==> config.mk <==
export PLATFORM = sky130hd
export DESIGN_NAME = key_cursor_ctrl_flat
export DESIGN_NICKNAME = d
export VERILOG_FILES = /design/src/rtl/key_cursor_if.sv /design/src/rtl/key_cursor_ctrl.sv /design/src/flat_wrapper.sv
export SDC_FILE = /design/constraint.sdc
export NUM_CORES = 1
export LEC_CHECK = 0
export CORE_MARGIN = 2
export CORE_UTILIZATION = 56
export DETAILED_ROUTE_END_ITERATION = 8
export GPL_ROUTABILITY_DRIVEN = 0
export HOLD_SLACK_MARGIN = 0.15
export PLACE_DENSITY_LB_ADDON = 0.3
export SETUP_SLACK_MARGIN = 0.5
export SLEW_MARGIN = 30
export SYNTH_ARGS = -nofsm -noshare
export SYNTH_HDL_FRONTEND = slang
export SYNTH_SLANG_ARGS = --single-unit
==> constraint.sdc <==
create_clock -name clk_100M -period 2 [get_ports clk_100M]
set_input_delay 0.5 -clock clk_100M [delete_from_list [all_inputs] [get_ports clk_100M]]
set_output_delay 0.5 -clock clk_100M [all_outputs]
set_load 0.02 [all_outputs]
==> src/rtl/key_cursor_if.sv <==
// Key-cursor bus: keyboard events in, cursor/blink out, move offer via valid/ready.
interface key_cursor_if #(
  parameter int unsigned COORD_W = 4
);
  logic               en;
  logic [3:0]         key_code;
  logic               key_trick;
  logic               turn_en;
  logic [COORD_W-1:0] cur_x;
  logic [COORD_W-1:0] cur_y;
  logic               cur_blink;
  logic               move_valid;
  logic [COORD_W-1:0] move_x;
  logic [COORD_W-1:0] move_y;
  logic               move_ready;

  // Upstream keyboard / game logic side.
  modport master (
    output en, key_code, key_trick, turn_en, move_ready,
    input  cur_x, cur_y, cur_blink, move_valid, move_x, move_y
  );

  // Cursor controller side.
  modport slave (
    input  en, key_code, key_trick, turn_en, move_ready,
    output cur_x, cur_y, cur_blink, move_valid, move_x, move_y
  );
endinterface

==> src/rtl/key_cursor_ctrl.sv <==
// Gobang cursor controller: moves a board cursor from key events, offers a move
// to the game logic on confirm, and produces a cursor blink flag.
module key_cursor_ctrl #(
  parameter int unsigned BOARD_SIZE = 15,
  parameter int unsigned COORD_W    = 4,
  parameter logic [3:0]  KEY_UP     = 4'h2,
  parameter logic [3:0]  KEY_DOWN   = 4'h8,
  parameter logic [3:0]  KEY_LEFT   = 4'h4,
  parameter logic [3:0]  KEY_RIGHT  = 4'h6,
  parameter logic [3:0]  KEY_OK     = 4'h5,
  parameter logic [3:0]  KEY_HOME   = 4'h0,
  parameter int unsigned BLINK_DIV  = 25_000_000
) (
  input logic         clk_100M,
  input logic         rst_p,
  key_cursor_if.slave bus
);

  localparam logic [COORD_W-1:0] CENTER = COORD_W'(BOARD_SIZE / 2);
  localparam logic [COORD_W-1:0] MAX_C  = COORD_W'(BOARD_SIZE - 1);
  localparam logic [COORD_W-1:0] ONE_C  = COORD_W'(1);
  localparam int unsigned        CNT_W  = (BLINK_DIV > 1) ? $clog2(BLINK_DIV) : 1;
  localparam logic [CNT_W-1:0]   CNT_MAX = CNT_W'(BLINK_DIV - 1);

  typedef enum logic [0:0] {StEdit, StPending} state_e;

  state_e             state_q, state_d;
  logic [COORD_W-1:0] x_q, x_d, y_q, y_d;
  logic [COORD_W-1:0] mx_q, mx_d, my_q, my_d;
  logic               valid_q, valid_d;
  logic               blink_q, blink_d;
  logic [CNT_W-1:0]   cnt_q, cnt_d;
  logic               trick_q;
  logic               key_evt;
  logic               restart;

  // State, cursor, move and blink registers; reset also aborts a pending offer.
  always_ff @(posedge clk_100M or posedge rst_p) begin
    if (rst_p) begin
      state_q <= StEdit;
      x_q     <= CENTER;
      y_q     <= CENTER;
      mx_q    <= '0;
      my_q    <= '0;
      valid_q <= 1'b0;
      blink_q <= 1'b1;
      cnt_q   <= '0;
      trick_q <= 1'b0;
    end else begin
      state_q <= state_d;
      x_q     <= x_d;
      y_q     <= y_d;
      mx_q    <= mx_d;
      my_q    <= my_d;
      valid_q <= valid_d;
      blink_q <= blink_d;
      cnt_q   <= cnt_d;
      trick_q <= bus.key_trick;
    end
  end

  // Next-state: key decode in EDIT, handshake in PENDING, then blink timing.
  always_comb begin
    state_d = state_q;
    x_d     = x_q;
    y_d     = y_q;
    mx_d    = mx_q;
    my_d    = my_q;
    valid_d = valid_q;
    blink_d = blink_q;
    cnt_d   = cnt_q;
    restart = 1'b0;
    key_evt = bus.key_trick & ~trick_q & bus.en;

    unique case (state_q)
      StEdit: begin
        if (key_evt) begin
          if (bus.key_code == KEY_LEFT) begin
            x_d     = (x_q == '0) ? MAX_C : x_q - ONE_C;
            restart = 1'b1;
          end else if (bus.key_code == KEY_RIGHT) begin
            x_d     = (x_q == MAX_C) ? '0 : x_q + ONE_C;
            restart = 1'b1;
          end else if (bus.key_code == KEY_UP) begin
            y_d     = (y_q == '0) ? MAX_C : y_q - ONE_C;
            restart = 1'b1;
          end else if (bus.key_code == KEY_DOWN) begin
            y_d     = (y_q == MAX_C) ? '0 : y_q + ONE_C;
            restart = 1'b1;
          end else if (bus.key_code == KEY_HOME) begin
            x_d     = CENTER;
            y_d     = CENTER;
            restart = 1'b1;
          end else if (bus.key_code == KEY_OK && bus.turn_en) begin
            mx_d    = x_q;
            my_d    = y_q;
            valid_d = 1'b1;
            state_d = StPending;
            restart = 1'b1;
          end
        end
      end
      StPending: begin
        // Key events here are dropped; blink is pinned on while waiting.
        restart = 1'b1;
        if (valid_q && bus.move_ready) begin
          valid_d = 1'b0;
          state_d = StEdit;
        end
      end
      default: state_d = StEdit;
    endcase

    // A restart outranks a terminal count landing in the same cycle.
    if (restart) begin
      blink_d = 1'b1;
      cnt_d   = '0;
    end else if (bus.en) begin
      if (cnt_q == CNT_MAX) begin
        cnt_d   = '0;
        blink_d = ~blink_q;
      end else begin
        cnt_d = cnt_q + CNT_W'(1);
      end
    end
  end

  assign bus.cur_x      = x_q;
  assign bus.cur_y      = y_q;
  assign bus.cur_blink  = blink_q;
  assign bus.move_valid = valid_q;
  assign bus.move_x     = mx_q;
  assign bus.move_y     = my_q;

endmodule

==> src/flat_wrapper.sv <==
// flat-port wrapper written by rule: the top's interface ports become plain ports
module key_cursor_ctrl_flat 
#(
  parameter int unsigned BOARD_SIZE = 15,
  parameter int unsigned COORD_W    = 4,
  parameter logic [3:0]  KEY_UP     = 4'h2,
  parameter logic [3:0]  KEY_DOWN   = 4'h8,
  parameter logic [3:0]  KEY_LEFT   = 4'h4,
  parameter logic [3:0]  KEY_RIGHT  = 4'h6,
  parameter logic [3:0]  KEY_OK     = 4'h5,
  parameter logic [3:0]  KEY_HOME   = 4'h0,
  parameter int unsigned BLINK_DIV  = 25_000_000
)
  (clk_100M, rst_p, bus_en, bus_key_code, bus_key_trick, bus_turn_en, bus_move_ready, bus_cur_x, bus_cur_y, bus_cur_blink, bus_move_valid, bus_move_x, bus_move_y);
  key_cursor_if #(.COORD_W(COORD_W)) bus_i ();
  input logic clk_100M;
  input logic rst_p;
  input wire logic [$bits(bus_i.en)-1:0] bus_en;
  input wire logic [$bits(bus_i.key_code)-1:0] bus_key_code;
  input wire logic [$bits(bus_i.key_trick)-1:0] bus_key_trick;
  input wire logic [$bits(bus_i.turn_en)-1:0] bus_turn_en;
  input wire logic [$bits(bus_i.move_ready)-1:0] bus_move_ready;
  output wire logic [$bits(bus_i.cur_x)-1:0] bus_cur_x;
  output wire logic [$bits(bus_i.cur_y)-1:0] bus_cur_y;
  output wire logic [$bits(bus_i.cur_blink)-1:0] bus_cur_blink;
  output wire logic [$bits(bus_i.move_valid)-1:0] bus_move_valid;
  output wire logic [$bits(bus_i.move_x)-1:0] bus_move_x;
  output wire logic [$bits(bus_i.move_y)-1:0] bus_move_y;
  assign bus_i.en = bus_en;
  assign bus_i.key_code = bus_key_code;
  assign bus_i.key_trick = bus_key_trick;
  assign bus_i.turn_en = bus_turn_en;
  assign bus_i.move_ready = bus_move_ready;
  assign bus_cur_x = bus_i.cur_x;
  assign bus_cur_y = bus_i.cur_y;
  assign bus_cur_blink = bus_i.cur_blink;
  assign bus_move_valid = bus_i.move_valid;
  assign bus_move_x = bus_i.move_x;
  assign bus_move_y = bus_i.move_y;
  key_cursor_ctrl #(.BOARD_SIZE(BOARD_SIZE), .COORD_W(COORD_W), .KEY_UP(KEY_UP), .KEY_DOWN(KEY_DOWN), .KEY_LEFT(KEY_LEFT), .KEY_RIGHT(KEY_RIGHT), .KEY_OK(KEY_OK), .KEY_HOME(KEY_HOME), .BLINK_DIV(BLINK_DIV)) u_core (.clk_100M(clk_100M), .rst_p(rst_p), .bus(bus_i));
endmodule
# After elaboration in Yosys (flattened, before gate mapping)
# Index checks and enable logic that the tools add are counted.
# totals
out_inout_bits	18
elab_cells	98
in_bits	10
regBits	45
# op_classes
eq_ne	18
n_reduce_logical	14
n_addsub	5
bitwise	10
n_mux	42
# op_table
operator	count
two-way mux 25 bit	3
two-way mux 4 bit	11
adder 25 x 1 -> 25 bit, second input constant	1
== test 25 bit, second input constant	1
two-way mux 1 bit	25
AND reduction 8 bit	2
== test 4 x 3 -> 1 bit, second input constant	3
== test 4 bit, second input constant	3
zero test 4 bit	3
inequality test 2 bit, second input constant	6
AND reduction 5 bit	2
adder 4 x 1 -> 4 bit, second input constant	2
inverter 1 bit	8
subtractor 4 x 1 -> 4 bit, second input constant	2
inequality test 3 x 1 -> 1 bit, second input constant	2
case mux 1 bit (2 select lines)	3
nonzero test 3 bit	2
== test 4 x 2 -> 1 bit, second input constant	1
inequality test 2 x 1 -> 1 bit, second input constant	2
nonzero test 2 bit	2
bitwise AND 1 bit	2
logical AND 1 bit	2
AND reduction 2 bit	1

# Logic depth before layout (Yosys ltp)
# logic_depth
depth_word	12
mapped_depth	7
ltp_nobuf	7

# Worst setup path after synthesis
# OpenSTA, ideal clock, no wires.
# synth_path
path_kind	in2reg
from	input port bus_key_code[3]
to	register u_core.cnt_q[22]
t_arrival_ns	1.634
cell_stages	6
n_path_buf	1
setup_time_ns	0.127
path_slack_ns	0.239
required_ns	1.873
path_cell_list	buf_2 o21a_1 o41ai_2 a211oi_4 a41oi_1 a31oi_1
# synth_via
elab_chain_len	11
word_cells_on_any_way	17
cone_classes	5 x eq/ne; 9 x mux; 3 x reduce/logical
# synth_lines
element	line	source
start, declared	flat_wrapper.sv:19	input wire logic [$bits(bus_i.key_code)-1:0] bus_key_code;
== test 4 x 3 -> 1 bit	key_cursor_ctrl.sv:94	end else if (bus.key_code == KEY_OK && bus.turn_en) begin
logical AND 1 bit	key_cursor_ctrl.sv:94	
two-way mux 1 bit	key_cursor_ctrl.sv:94	
two-way mux 1 bit	key_cursor_ctrl.sv:90	end else if (bus.key_code == KEY_HOME) begin
two-way mux 1 bit	key_cursor_ctrl.sv:87	end else if (bus.key_code == KEY_DOWN) begin
two-way mux 1 bit	key_cursor_ctrl.sv:84	end else if (bus.key_code == KEY_UP) begin
two-way mux 1 bit	key_cursor_ctrl.sv:81	end else if (bus.key_code == KEY_RIGHT) begin
two-way mux 1 bit *	key_cursor_ctrl.sv:78	if (bus.key_code == KEY_LEFT) begin
two-way mux 1 bit *	key_cursor_ctrl.sv:77	if (key_evt) begin
case mux 1 bit (2 select lines) *	key_cursor_ctrl.sv:75	unique case (state_q)
two-way mux 25 bit / nonzero test 2 bit (equally long branches)	--	
end signal, assigned	key_cursor_ctrl.sv:57	cnt_q <= cnt_d;
end, declared	key_cursor_ctrl.sv:32	logic [CNT_W-1:0] cnt_q, cnt_d;
# Mark *: on every way between the ends. The rest lies on a longest branch, timed or not.
# A chain may end at the register's enable or synchronous reset.

# Worst setup path in the final report
# layout_path
from	register u_core.cnt_q[0]
to	register u_core.cnt_q[22]
# layout_via
elab_chain_len	4
word_cells_on_any_way	5
cone_classes	1 x add/sub; 1 x eq/ne; 3 x mux
# layout_lines
element	line	source
adder 25 x 1 -> 25 bit / == test 25 bit (equally long branches)	key_cursor_ctrl.sv:123, key_cursor_ctrl.sv:119	
two-way mux 25 bit *	key_cursor_ctrl.sv:119	if (cnt_q == CNT_MAX) begin
two-way mux 25 bit *	key_cursor_ctrl.sv:118	end else if (bus.en) begin
two-way mux 25 bit *	key_cursor_ctrl.sv:115	if (restart) begin
# Mark *: on every way between the ends. The rest lies on a longest branch, timed or not. The select of a mux whose other input is x is not followed.

==> impl_metrics.tcl <==
set metrics [dict create \
    cts_root_buf "sky130_fd_sc_hd__clkbuf_8" \
    mostFrequentLayoutCell "sky130_fd_sc_hd__buf_4" \
    cpPeakStageDelay_ns 0.44 \
    crit_path_max_fanout 8 \
    floorplan.die_area_um2 5260 \
    yosysTopAreaCellShare_pct 36.2 \
    initial_utilization_pct 59.2 \
    report.power.total_mw 3.04 \
    dpl.hpwl_um 4340 \
    grt_start_max_net_pins 46 \
    route.final.wire_length_um 9280 \
    slew-limit-headroom_pct 52.1 \
    power-per-cell-area_nw_per_um2 751 \
    ys_async_sr_fraction_pct 100 \
    gr-total-overflow 0 \
    number_of_nets_in_the_synthesized_netlist 295 \
    netlist_area_um2 2630 \
    finalHoldViolCount 0 \
    synth_edf_count 0 \
    share_of_final_layout_standard_cells_stronger_than_drive_strength_1_pct 48.6 \
    critical_path_required_ns 2.23 \
    numPortBuffers 27 \
    io_pins 28 \
    grt_antenna_before_repair 0 \
    latest_clock_arrival_within_the_worst_skew_pair_ns 0.31 \
    power.ir.vdd_worst_mv 0.493 \
    inserted_diodes 0 \
    tightest_slew_ns 0.718 \
    drc 0 \
    ctsLongestPathBuffers 2 \
    critPathLaunchType "register" \
    synth_seq_area_share_pct 43.1 \
    grt_pass1_vias 2738 \
    syn_to_final_growth_pct 54.0 \
    run_status "completed" \
    grt_pass1_wl_um 12500 \
    cts.sink_count 45 \
    total_leakage_power_nw 1.80 \
    final.min_clock_period_ns 1.85 \
    max_cap_violations 0 \
    htree_num_levels 2 \
    preCtsSetupSlack_ns -0.268 \
    holdPathStages 1 \
    finalSetupViolCount 0 \
    chipWidth_um 72.5 \
    final.period_utilization_pct 92.3 \
    layout_setup_ws_ns 0.154 \
    first_drt_iteration_drcs 285 \
    worst_ep_arrival_time_ns 2.08 \
    core-area_um2 4440 \
    num_rows 24 \
    grt_util_all_layers_pct 30.3 \
    synth_cell_type_count 58 \
    final_design_area_no_fill_um2 4050 \
    clock_slew_at_the_register_clock_pins_of_the_worst_setup_and_hold_paths_ns 0.09 \
    dominant_register_cell_in_the_synthesized_netlist "sky130_fd_sc_hd__dfrtp_1" \
    tritoncts "built" \
    layout.cells.most_common_list "sky130_fd_sc_hd__buf_4 (75), sky130_fd_sc_hd__dfrtp_1 (34), sky130_fd_sc_hd__nand2_1 (31)" \
    synth_area_per_cell_um2 9.56 \
    grt_setup_unrepaired "yes" \
    postSynthCellCount 275 \
    drt-pass1-iter-count 5 \
    yosys_register_bits 45 \
    avgRoutedWirePerCell_um 20.9 \
    final_antenna_net_count 0 \
    fillers 170 \
    holdCritPathClass "in2reg" \
    cts_inserted_buffers 5 \
    vias_per_cell 6.27 \
    clock.fmax_mhz 542 \
    fin_tns_setup_ns 0 \
    maxSlewViolCount 0 \
    floorplan.die.height_um 72.5 \
    reg2regPathDepth 7 \
    layout.nets 410 \
    skew_ns 0.0101 \
    synth_warnings 0 \
    path_cells "ha_4 -> nand3_4 -> nor4_4 -> buf_4 -> a211oi_4 -> a41oi_2 -> a31oi_1" \
    cts-hold-fix-buffers 0 \
    placedInstanceArea_um2 3300 \
    crit_slowest_cell "sky130_fd_sc_hd__a211oi_4" \
    cell_taking_the_most_area_after_synthesis "sky130_fd_sc_hd__dfrtp_1" \
    netlist_top_cells_area "sky130_fd_sc_hd__dfrtp_1 (36%), sky130_fd_sc_hd__dfstp_2 (7.0%), sky130_fd_sc_hd__nor2_1 (5.1%), sky130_fd_sc_hd__xor2_1 (5.0%), sky130_fd_sc_hd__ha_1 (4.8%)" \
    critical_path_class "reg2reg" \
    setup.worst_path.end_class "register" \
    num_vias 2777 \
]
-- repair_timing --
item | 4_1_cts | 5_1_grt
setup buffers | 30 | 22
pin swaps | 29 | 29
resized for setup | 107 | 64
endpoints found under the setup margin | 62 | 58
gates cloned | 4 | 0
-- synthesized netlist by cell type (all sizes together) (2+ instances only) --
cell	count
xnor2	6
nor4b	3
nand2	34
clkbuf	4
dfrtp	38
ha	10
mux2i	2
or3b	2
nand3	16
o21ai	16
a22oi	2
and2	3
nor3	6
mux2	4
buf	3
nor2	36
a41oi	2
inv	12
xor2	15
nand4	8
nor4	3
a31oi	3
o31ai	3
o41ai	3
a21oi	10
dfstp	7
nor2b	2
-- sequential cells by signal, indices dropped and copies added, names as in the netlist --
name,cells
u_core.bus.cur_blink,1
u_core.bus.cur_x,4
u_core.bus.cur_y,4
u_core.bus.move_valid,1
u_core.bus.move_x,4
u_core.bus.move_y,4
u_core.cnt_q,25
u_core.state_q,1
u_core.trick_q,1
-- per-layer routing --
layer  share of wire [%]  vias to the layer above  GRT usage [%]  routed length (um)
li1                    -                     1218              -                   -
met1                  38                     1334           34.2                3490
met2                  52                      166           54.7                4780
met3                 5.6                       59           5.56                 515
met4                 5.3                        0           14.4                 488
met5                   0                        -              0                   0
-- critical path, delay by kind of cell, from the launching register on --
| kind | cells | cell delay (ns) |
|---|---|---|
| AO/OA/AOI/OAI | 3 | 0.83 |
| adder cells (fa/ha/maj) | 1 | 0.19 |
| buffers and inverters | 1 | 0.16 |
| flip-flops | 1 | 0.42 |
| AND/OR/NAND/NOR | 2 | 0.17 |
-- through the flow --
stage | utilization [%] | std cells | hold WS (ns)
floorplan | - | 275 | 0.445
global placement | 74.2 | 379 | 0.461
detailed placement | 74.2 | 379 | 0.468
CTS | 84.3 | 421 | 0.439
global route | 91.1 | 443 | 0.333
finish | 91.1 | 443 | 0.338
-- power breakdown --
| group | switching (mW) | internal (mW) |
|---|---|---|
| registers | 0.126 | 1.02 |
| logic | 0.658 | 0.632 |
| clock network | 0.321 | 0.283 |
-- final cells by class --
class	instances	area [um^2]	area share, %
Inverter	12	58.8	1.45
Clock buffer	8	90.1	2.22
Timing Repair Buffer	112	917	22.6
Multi-Input combinational cell	214	1780	43.9
Tap cell	52	65.1	1.61
Sequential cell	45	1140	28.1
-- final timing paths --
check | endpoint | slack [ns] | startpoint
max | u_core.cnt_q[22]$_DFFE_PP0P_ | 0.15 | u_core.cnt_q[0]$_DFFE_PP0P_
min | u_core.trick_q$_DFF_PP0_ | 0.34 | bus_key_trick
max reg2reg | u_core.cnt_q[22]$_DFFE_PP0P_ | 0.15 | u_core.cnt_q[0]$_DFFE_PP0P_
min reg2reg | u_core.bus.move_y[2]$_DFFE_PP0P_ | 0.50 | u_core.bus.move_y[2]$_DFFE_PP0P_
max in group asynchronous | u_core.bus.cur_x[2]$_DFFE_PP1P_ | 1.14 | rst_p
min in group asynchronous | u_core.cnt_q[7]$_DFFE_PP0P_ | 0.58 | rst_p
-- kinds of logic (layout without fill, tap and decap cells) --
| family | Yosys count | after routing | share of synthesized area (%) |
|---|---|---|---|
| muxes | 6 | 6 | 2.47 |
| and+or+nand+nor | 120 | 123 | 25.2 |
| buffers and inverters | 19 | 132 | 3.09 |
| AOI/OAI and AO/OA | 54 | 54 | 14.4 |
| DFF | 45 | 45 | 43.1 |
| adders and majority gates | 10 | 10 | 4.76 |
| xor gates and xnor gates | 21 | 21 | 6.99 |
No activity file was read; power rests on OpenSTA's default activity.
